**src/rtl/dmem_bus_arbiter.sv**
```systemverilog
// Round-robin arbiter sharing one TileLink-UL style data-memory port between LSU and DMA.
// Optional response timeout enabled with DMEM_ARB_TIMEOUT_EN.
module dmem_bus_arbiter #(
  parameter int ADDR_WIDTH     = 12,
  parameter int DATA_WIDTH     = 32,
  parameter int TIMEOUT_CYCLES = 15
) (
  input  logic                  clk,
  input  logic                  rst,
  input  logic                  m0_a_valid_i,
  output logic                  m0_a_ready_o,
  input  logic [ADDR_WIDTH-1:0] m0_a_address_i,
  input  logic [2:0]            m0_a_opcode_i,
  input  logic [DATA_WIDTH-1:0] m0_a_data_i,
  input  logic [1:0]            m0_a_size_i,
  input  logic [1:0]            m0_a_mask_i,
  output logic                  m0_d_valid_o,
  output logic [2:0]            m0_d_opcode_o,
  output logic [1:0]            m0_d_size_o,
  output logic [DATA_WIDTH-1:0] m0_d_data_o,
`ifdef DMEM_ARB_TIMEOUT_EN
  output logic                  m0_d_error_o,
  output logic                  m1_d_error_o,
`endif
  input  logic                  m1_a_valid_i,
  output logic                  m1_a_ready_o,
  input  logic [ADDR_WIDTH-1:0] m1_a_address_i,
  input  logic [2:0]            m1_a_opcode_i,
  input  logic [DATA_WIDTH-1:0] m1_a_data_i,
  input  logic [1:0]            m1_a_size_i,
  input  logic [1:0]            m1_a_mask_i,
  output logic                  m1_d_valid_o,
  output logic [2:0]            m1_d_opcode_o,
  output logic [1:0]            m1_d_size_o,
  output logic [DATA_WIDTH-1:0] m1_d_data_o,
  output logic                  s_a_valid_o,
  output logic [ADDR_WIDTH-1:0] s_a_address_o,
  output logic [2:0]            s_a_opcode_o,
  output logic [DATA_WIDTH-1:0] s_a_data_o,
  output logic [1:0]            s_a_size_o,
  output logic [1:0]            s_a_mask_o,
  input  logic                  s_d_valid_i,
  input  logic [2:0]            s_d_opcode_i,
  input  logic [1:0]            s_d_size_i,
  input  logic [DATA_WIDTH-1:0] s_d_data_i
);

  typedef enum logic [1:0] {
    IDLE  = 2'd0,
    ISSUE = 2'd1,
    RESP  = 2'd2
  } state_e;

  state_e state_q, state_d;
  logic grant_q, grant_d;
  logic last_q, last_d;
  logic sav_q, sav_d;
  logic [ADDR_WIDTH-1:0] addr_q, addr_d;
  logic [2:0] aop_q, aop_d;
  logic [DATA_WIDTH-1:0] adata_q, adata_d;
  logic [1:0] asize_q, asize_d;
  logic [1:0] amask_q, amask_d;
  logic [2:0] dop_q, dop_d;
  logic [1:0] dsize_q, dsize_d;
  logic [DATA_WIDTH-1:0] ddata_q, ddata_d;
  logic dv0_q, dv0_d;
  logic dv1_q, dv1_d;
`ifdef DMEM_ARB_TIMEOUT_EN
  localparam logic [3:0] WAIT_LIM = 4'(TIMEOUT_CYCLES - 1);
  logic [3:0] wait_q, wait_d;
  logic derr_q, derr_d;
`endif

  logic win0, win1;

  // On contention the requester that did not win last time gets the bus.
  assign win0 = (state_q == IDLE) && m0_a_valid_i
              && (!m1_a_valid_i || last_q);
  assign win1 = (state_q == IDLE) && m1_a_valid_i
              && (!m0_a_valid_i || !last_q);

  always_comb begin
    state_d = state_q;
    grant_d = grant_q;
    last_d  = last_q;
    sav_d   = sav_q;
    addr_d  = addr_q;
    aop_d   = aop_q;
    adata_d = adata_q;
    asize_d = asize_q;
    amask_d = amask_q;
    dop_d   = dop_q;
    dsize_d = dsize_q;
    ddata_d = ddata_q;
    dv0_d   = 1'b0;
    dv1_d   = 1'b0;
`ifdef DMEM_ARB_TIMEOUT_EN
    wait_d  = wait_q;
    derr_d  = 1'b0;
`endif
    unique case (state_q)
      IDLE: begin
        if (win0 || win1) begin
          grant_d = win1;
          addr_d  = win1 ? m1_a_address_i : m0_a_address_i;
          aop_d   = win1 ? m1_a_opcode_i  : m0_a_opcode_i;
          adata_d = win1 ? m1_a_data_i    : m0_a_data_i;
          asize_d = win1 ? m1_a_size_i    : m0_a_size_i;
          amask_d = win1 ? m1_a_mask_i    : m0_a_mask_i;
          sav_d   = 1'b1;
          state_d = ISSUE;
`ifdef DMEM_ARB_TIMEOUT_EN
          wait_d  = 4'd0;
`endif
        end
      end
      ISSUE: begin
        if (s_d_valid_i) begin
          dop_d   = s_d_opcode_i;
          dsize_d = s_d_size_i;
          ddata_d = s_d_data_i;
          sav_d   = 1'b0;
          dv0_d   = !grant_q;
          dv1_d   = grant_q;
          state_d = RESP;
        end
`ifdef DMEM_ARB_TIMEOUT_EN
        else if (wait_q == WAIT_LIM) begin
          dop_d   = (aop_q == 3'b100) ? 3'b001 : 3'b000;
          dsize_d = asize_q;
          ddata_d = DATA_WIDTH'(32'hDEAD_BEEF);
          derr_d  = 1'b1;
          sav_d   = 1'b0;
          dv0_d   = !grant_q;
          dv1_d   = grant_q;
          state_d = RESP;
        end else begin
          wait_d = wait_q + 4'd1;
        end
`endif
      end
      RESP: begin
        last_d  = grant_q;
        state_d = IDLE;
      end
      default: state_d = IDLE;
    endcase
  end

  always_ff @(posedge clk) begin
    if (rst) begin
      state_q <= IDLE;
      grant_q <= 1'b0;
      last_q  <= 1'b1;
      sav_q   <= 1'b0;
      addr_q  <= '0;
      aop_q   <= '0;
      adata_q <= '0;
      asize_q <= '0;
      amask_q <= '0;
      dop_q   <= '0;
      dsize_q <= '0;
      ddata_q <= '0;
      dv0_q   <= 1'b0;
      dv1_q   <= 1'b0;
`ifdef DMEM_ARB_TIMEOUT_EN
      wait_q  <= '0;
      derr_q  <= 1'b0;
`endif
    end else begin
      state_q <= state_d;
      grant_q <= grant_d;
      last_q  <= last_d;
      sav_q   <= sav_d;
      addr_q  <= addr_d;
      aop_q   <= aop_d;
      adata_q <= adata_d;
      asize_q <= asize_d;
      amask_q <= amask_d;
      dop_q   <= dop_d;
      dsize_q <= dsize_d;
      ddata_q <= ddata_d;
      dv0_q   <= dv0_d;
      dv1_q   <= dv1_d;
`ifdef DMEM_ARB_TIMEOUT_EN
      wait_q  <= wait_d;
      derr_q  <= derr_d;
`endif
    end
  end

  assign m0_a_ready_o  = win0;
  assign m1_a_ready_o  = win1;
  assign s_a_valid_o   = sav_q;
  assign s_a_address_o = addr_q;
  assign s_a_opcode_o  = aop_q;
  assign s_a_data_o    = adata_q;
  assign s_a_size_o    = asize_q;
  assign s_a_mask_o    = amask_q;
  assign m0_d_valid_o  = dv0_q;
  assign m1_d_valid_o  = dv1_q;
  assign m0_d_opcode_o = dop_q;
  assign m1_d_opcode_o = dop_q;
  assign m0_d_size_o   = dsize_q;
  assign m1_d_size_o   = dsize_q;
  assign m0_d_data_o   = ddata_q;
  assign m1_d_data_o   = ddata_q;
`ifdef DMEM_ARB_TIMEOUT_EN
  assign m0_d_error_o  = derr_q & dv0_q;
  assign m1_d_error_o  = derr_q & dv1_q;
`endif

endmodule

```
**config.mk**
```make
export PLATFORM = sky130hd
export DESIGN_NAME = dmem_bus_arbiter
export DESIGN_NICKNAME = d
export VERILOG_FILES = /design/src/rtl/dmem_bus_arbiter.sv
export SDC_FILE = /design/constraint.sdc
export NUM_CORES = 1
export LEC_CHECK = 0
export CAP_MARGIN = 20
export CORE_UTILIZATION = 34
export DETAILED_ROUTE_END_ITERATION = 10
export GPL_ROUTABILITY_DRIVEN = 0
export PLACE_DENSITY = 0.74
export RECOVER_POWER = 50
export SETUP_SLACK_MARGIN = 0.3
export SLEW_MARGIN = 30
export SYNTH_ARGS = -nofsm -noshare
export SYNTH_HDL_FRONTEND = slang
export SYNTH_SLANG_ARGS = --single-unit
export TNS_END_PERCENT = 100
```
**constraint.sdc**
```tcl
create_clock -name clk -period 1.6 [get_ports clk]
set_input_delay 0.32 -clock clk [delete_from_list [all_inputs] [get_ports clk]]
set_output_delay 0.32 -clock clk [all_outputs]
set_load 0.02 [all_outputs]
```
Word-level counts from Yosys, hierarchy flattened
Index checks and enable logic that the tools add are counted.
Word-level totals
  bits in registers: 95
  input bits: 144
  output and inout port bits: 130
  logic and storage cells: 49
Operators by class
  equal/unequal tests: 4
  mux-type cells: 11
  bitwise gates (word level): 2
  reductions and logical operators: 18
Operators by type and width (number)
  32-bit 2-to-1 mux: 1
  12-bit 2-to-1 mux: 1
  2-bit 2-to-1 mux: 4
  2-bit AND reduction: 3
  1-bit logical AND: 4
  1-bit logical NOT: 4
  2-bit one-hot mux with 2 select lines: 1
  1-bit logical OR: 3
  3-bit 2-to-1 mux: 1
  3-bit AND reduction: 1
  3-bit OR reduction: 1
  2-bit by 1-bit == test with 1-bit output, second input constant: 1
  2-bit == test, second input constant: 1
  2-bit logical NOT: 1
  1-bit 2-to-1 mux: 2
  2-bit by 1-bit != test with 1-bit output, second input constant: 1
  2-bit != test, second input constant: 1
  1-bit NOT: 2
  1-bit one-hot mux with 2 select lines: 1
  2-bit nonzero test: 1

Logic depth before layout (Yosys ltp)
  depth in word-level cells: 6
  depth in mapped cells: 7
  mapped depth without buffers: 3

Least setup slack after synthesis
OpenSTA, ideal clock, no wires.
  path type: input to output
  start: input m1_a_valid_i
  end: output m0_a_ready_o
  arrival time: 1406 ps
  data required time: 1280 ps
  setup slack: -126 ps
  stages on the path: 5
  buffers on the path: 2
  cells stage by stage: buf_6 -> inv_1 -> clkbuf_1 -> o21ai_0 -> nor3_1
Between the ends
  word-level cells in the longest chain between the ends: 3
Ends and longest elaborated chain
  start: declaration: line 25  | input logic m1_a_valid_i,
  1-bit logical NOT: line 78  | && (!m1_a_valid_i || last_q);
  1-bit logical OR: line 78
  1-bit logical AND: line 78
  end: declaration: line 11  | output logic m0_a_ready_o,
No other way between the ends.

Worst setup path after layout
  start: input m0_a_valid_i
  end: register addr_q[0] (netlist: s_a_address_o[0])
Between the ends
  word-level cells in the longest chain between the ends: 5
  elaborated cells between the ends (all ways): 8
  classes of those cells: mux: 1; reduce/logical: 7
Ends and longest elaborated chain
  start: declaration: line 10  | input logic m0_a_valid_i,
  1-bit logical NOT: line 80  | && (!m0_a_valid_i || !last_q);
  1-bit logical OR: line 80
  1-bit logical AND: line 80
  1-bit logical OR: line 103  | if (win0 || win1) begin
  2-bit AND reduction (no source line)
  end signal: assignment: line 175  | addr_q <= addr_d;
  end: declaration: line 58  | logic [ADDR_WIDTH-1:0] addr_q, addr_d;
Several ways; a longest one is shown, not always the timed one.
A chain may end at the register's enable or synchronous reset.

==> flow_summary.ini <==
[placed_design]
dpl.hpwl_mm = 11.6
portBuffers = 273
placed_area_mm2 = 0.00742
placed_cells = 914

[layout]
area_growth_syn_to_layout_pct = 94.2
num-nets-final = 960
num-fill-cells = 1037
final_area_mm2 = 0.00909
seq_area_mm2 = 0.00191
final_cells = 998
multi_input_area_mm2 = 0.00295
drive_gt1_share_pct = 40.0

[outcome]
violations = setup timing
status = complete, but fails checks

[power_and_ir_drop]
ir_worst_vdd_mv = 0.495
power_frac_clock_pct = 26.6
cell_internal_pwr_mw = 5.24
power_leakage_nw = 3.36
switching_share_pct = 34.5
power_frac_comb_pct = 39.3
power.total_mw = 7.99
power_frac_seq_pct = 34.1
power-per-cell-area_mw_per_mm2 = 879
power_switching_mw = 2.76

[timing]
holdWs_ns = 0.452
setup_tns_ns = -0.0801
period_needed_ns = 1.66
fin_worst_skew_ns = 0.00672
hold_viol = 0
fmax_mhz = 603
drv_slew = 0
worst_pin_slew_ns = 0.582
fin_crit_sh_pct = 104
fin_ws_ns = -0.0581
setup_viol = 3
maxSlewHeadroom_pct = 61.2
rsz0062_at_grt = true

[grt]
grt_pass1_wl_mm = 30.1
grt_util_all_layers_pct = 27.3
grt_overflow = 0
grt_start_max_net_pins = 42
grt_pass1_vias = 5595
antenna_found_initial = 1

[worst_setup_path]
worst_setup_path_start_kind = input pin
slowest_delay_ns = 0.31
critical_path_class = in -> reg
critPathSlowestCell = a311oi_2
cp-end-kind = flop
worstPathCellList = clkdlybuf4s15_2 -> buf_4 -> or2_4 -> and2_4 -> buf_12 -> buf_12 -> buf_16 -> a311oi_2
critPathBufInv = 5
crit_path_frequent_cell = buf_12
crit_fanout = 7
crit-reg2reg-capture = s_a_address_o[0]$_SDFFE_PP0P_
regToRegSetupSlack_ns = -0.05
arrival_ns = 1.90
r2r-start = state_q[1]$_SDFFE_PP0P_
cp.required_ns = 1.84
r2r_cells = 8
crit_family = buffers and inverters

[route]
wl_per_cell_um = 21.8
vias = 5712
ant_nets = 0
wl_mm = 21.8
dr.pass1.iters = 5
via_per_inst = 5.72
drt-initial-drc-count = 409
post-route-drc-count = 0

[cts]
clock-root-buffer = clkbuf_16
clk_pin_slew_ns = 0.07
cts_tree = done
clk_latency_ns = 0.35
cts_sinks = 95
clock_path_buffers = 2
h-tree-depth = 3
cts_buffers = 9

[die]
core.rowCount = 42
start_util_pct = 35.1
pin_count = 274
fp.dieW_um = 119
dieArea_mm2 = 0.0142
core_mm2 = 0.0133
die_h_um = 119

[yosys]
ys_ff_latch = 95
yosysUniqueCellTypes = 27
yosysSeqAreaShare_pct = 40.6
synth_top_area_cell = dfxtp_1
syn_nets = 677
yosysWarningCount = 0
synth_top_area_share_pct = 40.6
synth_area_mm2 = 0.00468
avgSynthCellArea_um2 = 8.79
synthCells = 533
yosys-top-cells-area = dfxtp_1, a311oi_2, a21oi_1, nand4_1, nand2_1

[hold_path]
min_path_cells = 2
hold_path_startpoint = rst
hold_end = m0_d_opcode_o[0]$_SDFFE_PP0P_
hold_class = in -> reg

[flow_run]
drv_cap = 0
-- timing repair --
item,4_1_cts,5_1_grt
setup endpoints to repair,184,145
cloned,20,10
pin swaps,46,91
hold buffers,0,0
buffers inserted,24,13
gates resized for setup,587,184
-- area by class of cell --
type / count / area share, %
timing repair buffer: 371 / 40.8
multi-input combinational: 338 / 32.4
sequential: 95 / 21.0
clock buffer: 9 / 2.48
tap: 176 / 2.42
clock inverter: 7 / 0.715
inverter: 1 / 0.0688
antenna: 1 / 0.0275
-- metrics by stage --
step / setup WS (ns) / util (%)
2_1_floorplan: 0.165 / -
3_3_place_gp: -0.624 / 55.6
3_5_place_dp: -0.651 / 55.6
4_1_cts: -0.0278 / 65.1
5_1_grt: -0.0796 / 68.1
6_report: -0.0581 / 68.1
-- worst reg2reg max path: cells and delay by family (launching register included) --
family,cells,cell delay [ns]
flops,1,0.37
simple gates,2,0.21
buf+inv,5,0.66
compound gates,1,0.31
-- cells in the final DEF (no fill, tap or decap), types with 2 or more instances in the layout --
cell type / count
a21oi_1: 41
a21oi_2: 41
a21oi_4: 8
a311oi_2: 51
and2_4: 2
buf_12: 25
buf_16: 21
buf_2: 11
buf_4: 22
buf_6: 22
buf_8: 5
clkbuf_1: 106
clkbuf_16: 15
clkdlybuf4s15_2: 12
clkdlybuf4s50_1: 140
clkinv_4: 3
dfxtp_1: 91
dfxtp_4: 3
inv_8: 2
nand2_1: 33
nand2_2: 5
nand2_4: 39
nand4_1: 51
nor2_4: 3
nor3_4: 2
o21ai_1: 26
o21ai_2: 20
o21ai_4: 5
-- Yosys cell counts --
| cell type | instances |
|---|---|
| a211o_1 | 2 |
| a21boi_1 | 1 |
| a21oi_1 | 90 |
| a311oi_1 | 1 |
| a311oi_2 | 50 |
| and2_1 | 1 |
| and2_4 | 1 |
| and3b_1 | 1 |
| buf_1 | 1 |
| buf_2 | 6 |
| buf_4 | 38 |
| buf_6 | 8 |
| clkbuf_1 | 46 |
| dfxtp_1 | 95 |
| inv_1 | 1 |
| nand2_1 | 77 |
| nand3b_1 | 1 |
| nand4_1 | 51 |
| nor2_1 | 2 |
| nor2_2 | 1 |
| nor2b_1 | 2 |
| nor3_1 | 2 |
| o21ai_0 | 3 |
| o21ai_1 | 49 |
| o21ba_1 | 1 |
| or2_1 | 1 |
| or3b_1 | 1 |
-- power groups by stage --
| stage | Sequential, mW | Combinational, mW | Clock, mW |
|---|---|---|---|
| after floorplan | 2.98 | 0.965 | 0 |
| after global placement | 2.75 | 2.20 | 0 |
| after detailed placement | 2.75 | 2.24 | 0 |
| after CTS | 2.71 | 2.89 | 2.14 |
| after global routing | 2.75 | 3.27 | 2.25 |
| final | 2.73 | 3.14 | 2.12 |
-- logic make-up (layout without fill, tap and decap cells) --
kind of cell	Yosys count	count (layout)	synth area share (%)
flip-flops	95	95	40.6
buffers and inverters	100	388	12.5
AND/OR/NAND/NOR	141	141	14.7
AO/OA/AOI/OAI	197	197	32.1
other	0	1	0
-- per-layer routing --
metal  share of wire, %  vias to the layer above  global-route usage (%)
met1                 35                     2743                    29.4
met3                8.4                       84                    5.94
met4                4.8                        0                    14.4
li1                   -                     2519                       -
met5                  0                        -                       0
met2                 52                      366                    49.5
-- worst max path at each step --
| stage | from | endpoint | slack (ns) | cells past startpoint |
|---|---|---|---|---|
| global route | state_q[1]$_SDFFE_PP0P_ | s_a_address_o[0]$_SDFFE_PP0P_ | -0.08 | 8 |
| CTS | last_q$_SDFFE_PP1N_ | m1_a_ready_o | -0.03 | 3 |
| floorplan | m1_a_valid_i | s_a_address_o[6]$_SDFFE_PP0P_ | 0.17 | 7 |
| detailed placement | m0_a_valid_i | m1_a_ready_o | -0.65 | 4 |
| finish | m0_a_valid_i | s_a_address_o[0]$_SDFFE_PP0P_ | -0.06 | 8 |
| global placement | m0_a_valid_i | m1_a_ready_o | -0.62 | 4 |
-- flip-flops by register name, indices dropped and copies added (netlist names), 3 cells and up --
register,flops
m0_d_opcode_o,3
m0_d_data_o,32
s_a_opcode_o,3
s_a_address_o,12
s_a_data_o,32
Note: power is estimated with default switching activity, not from simulation.
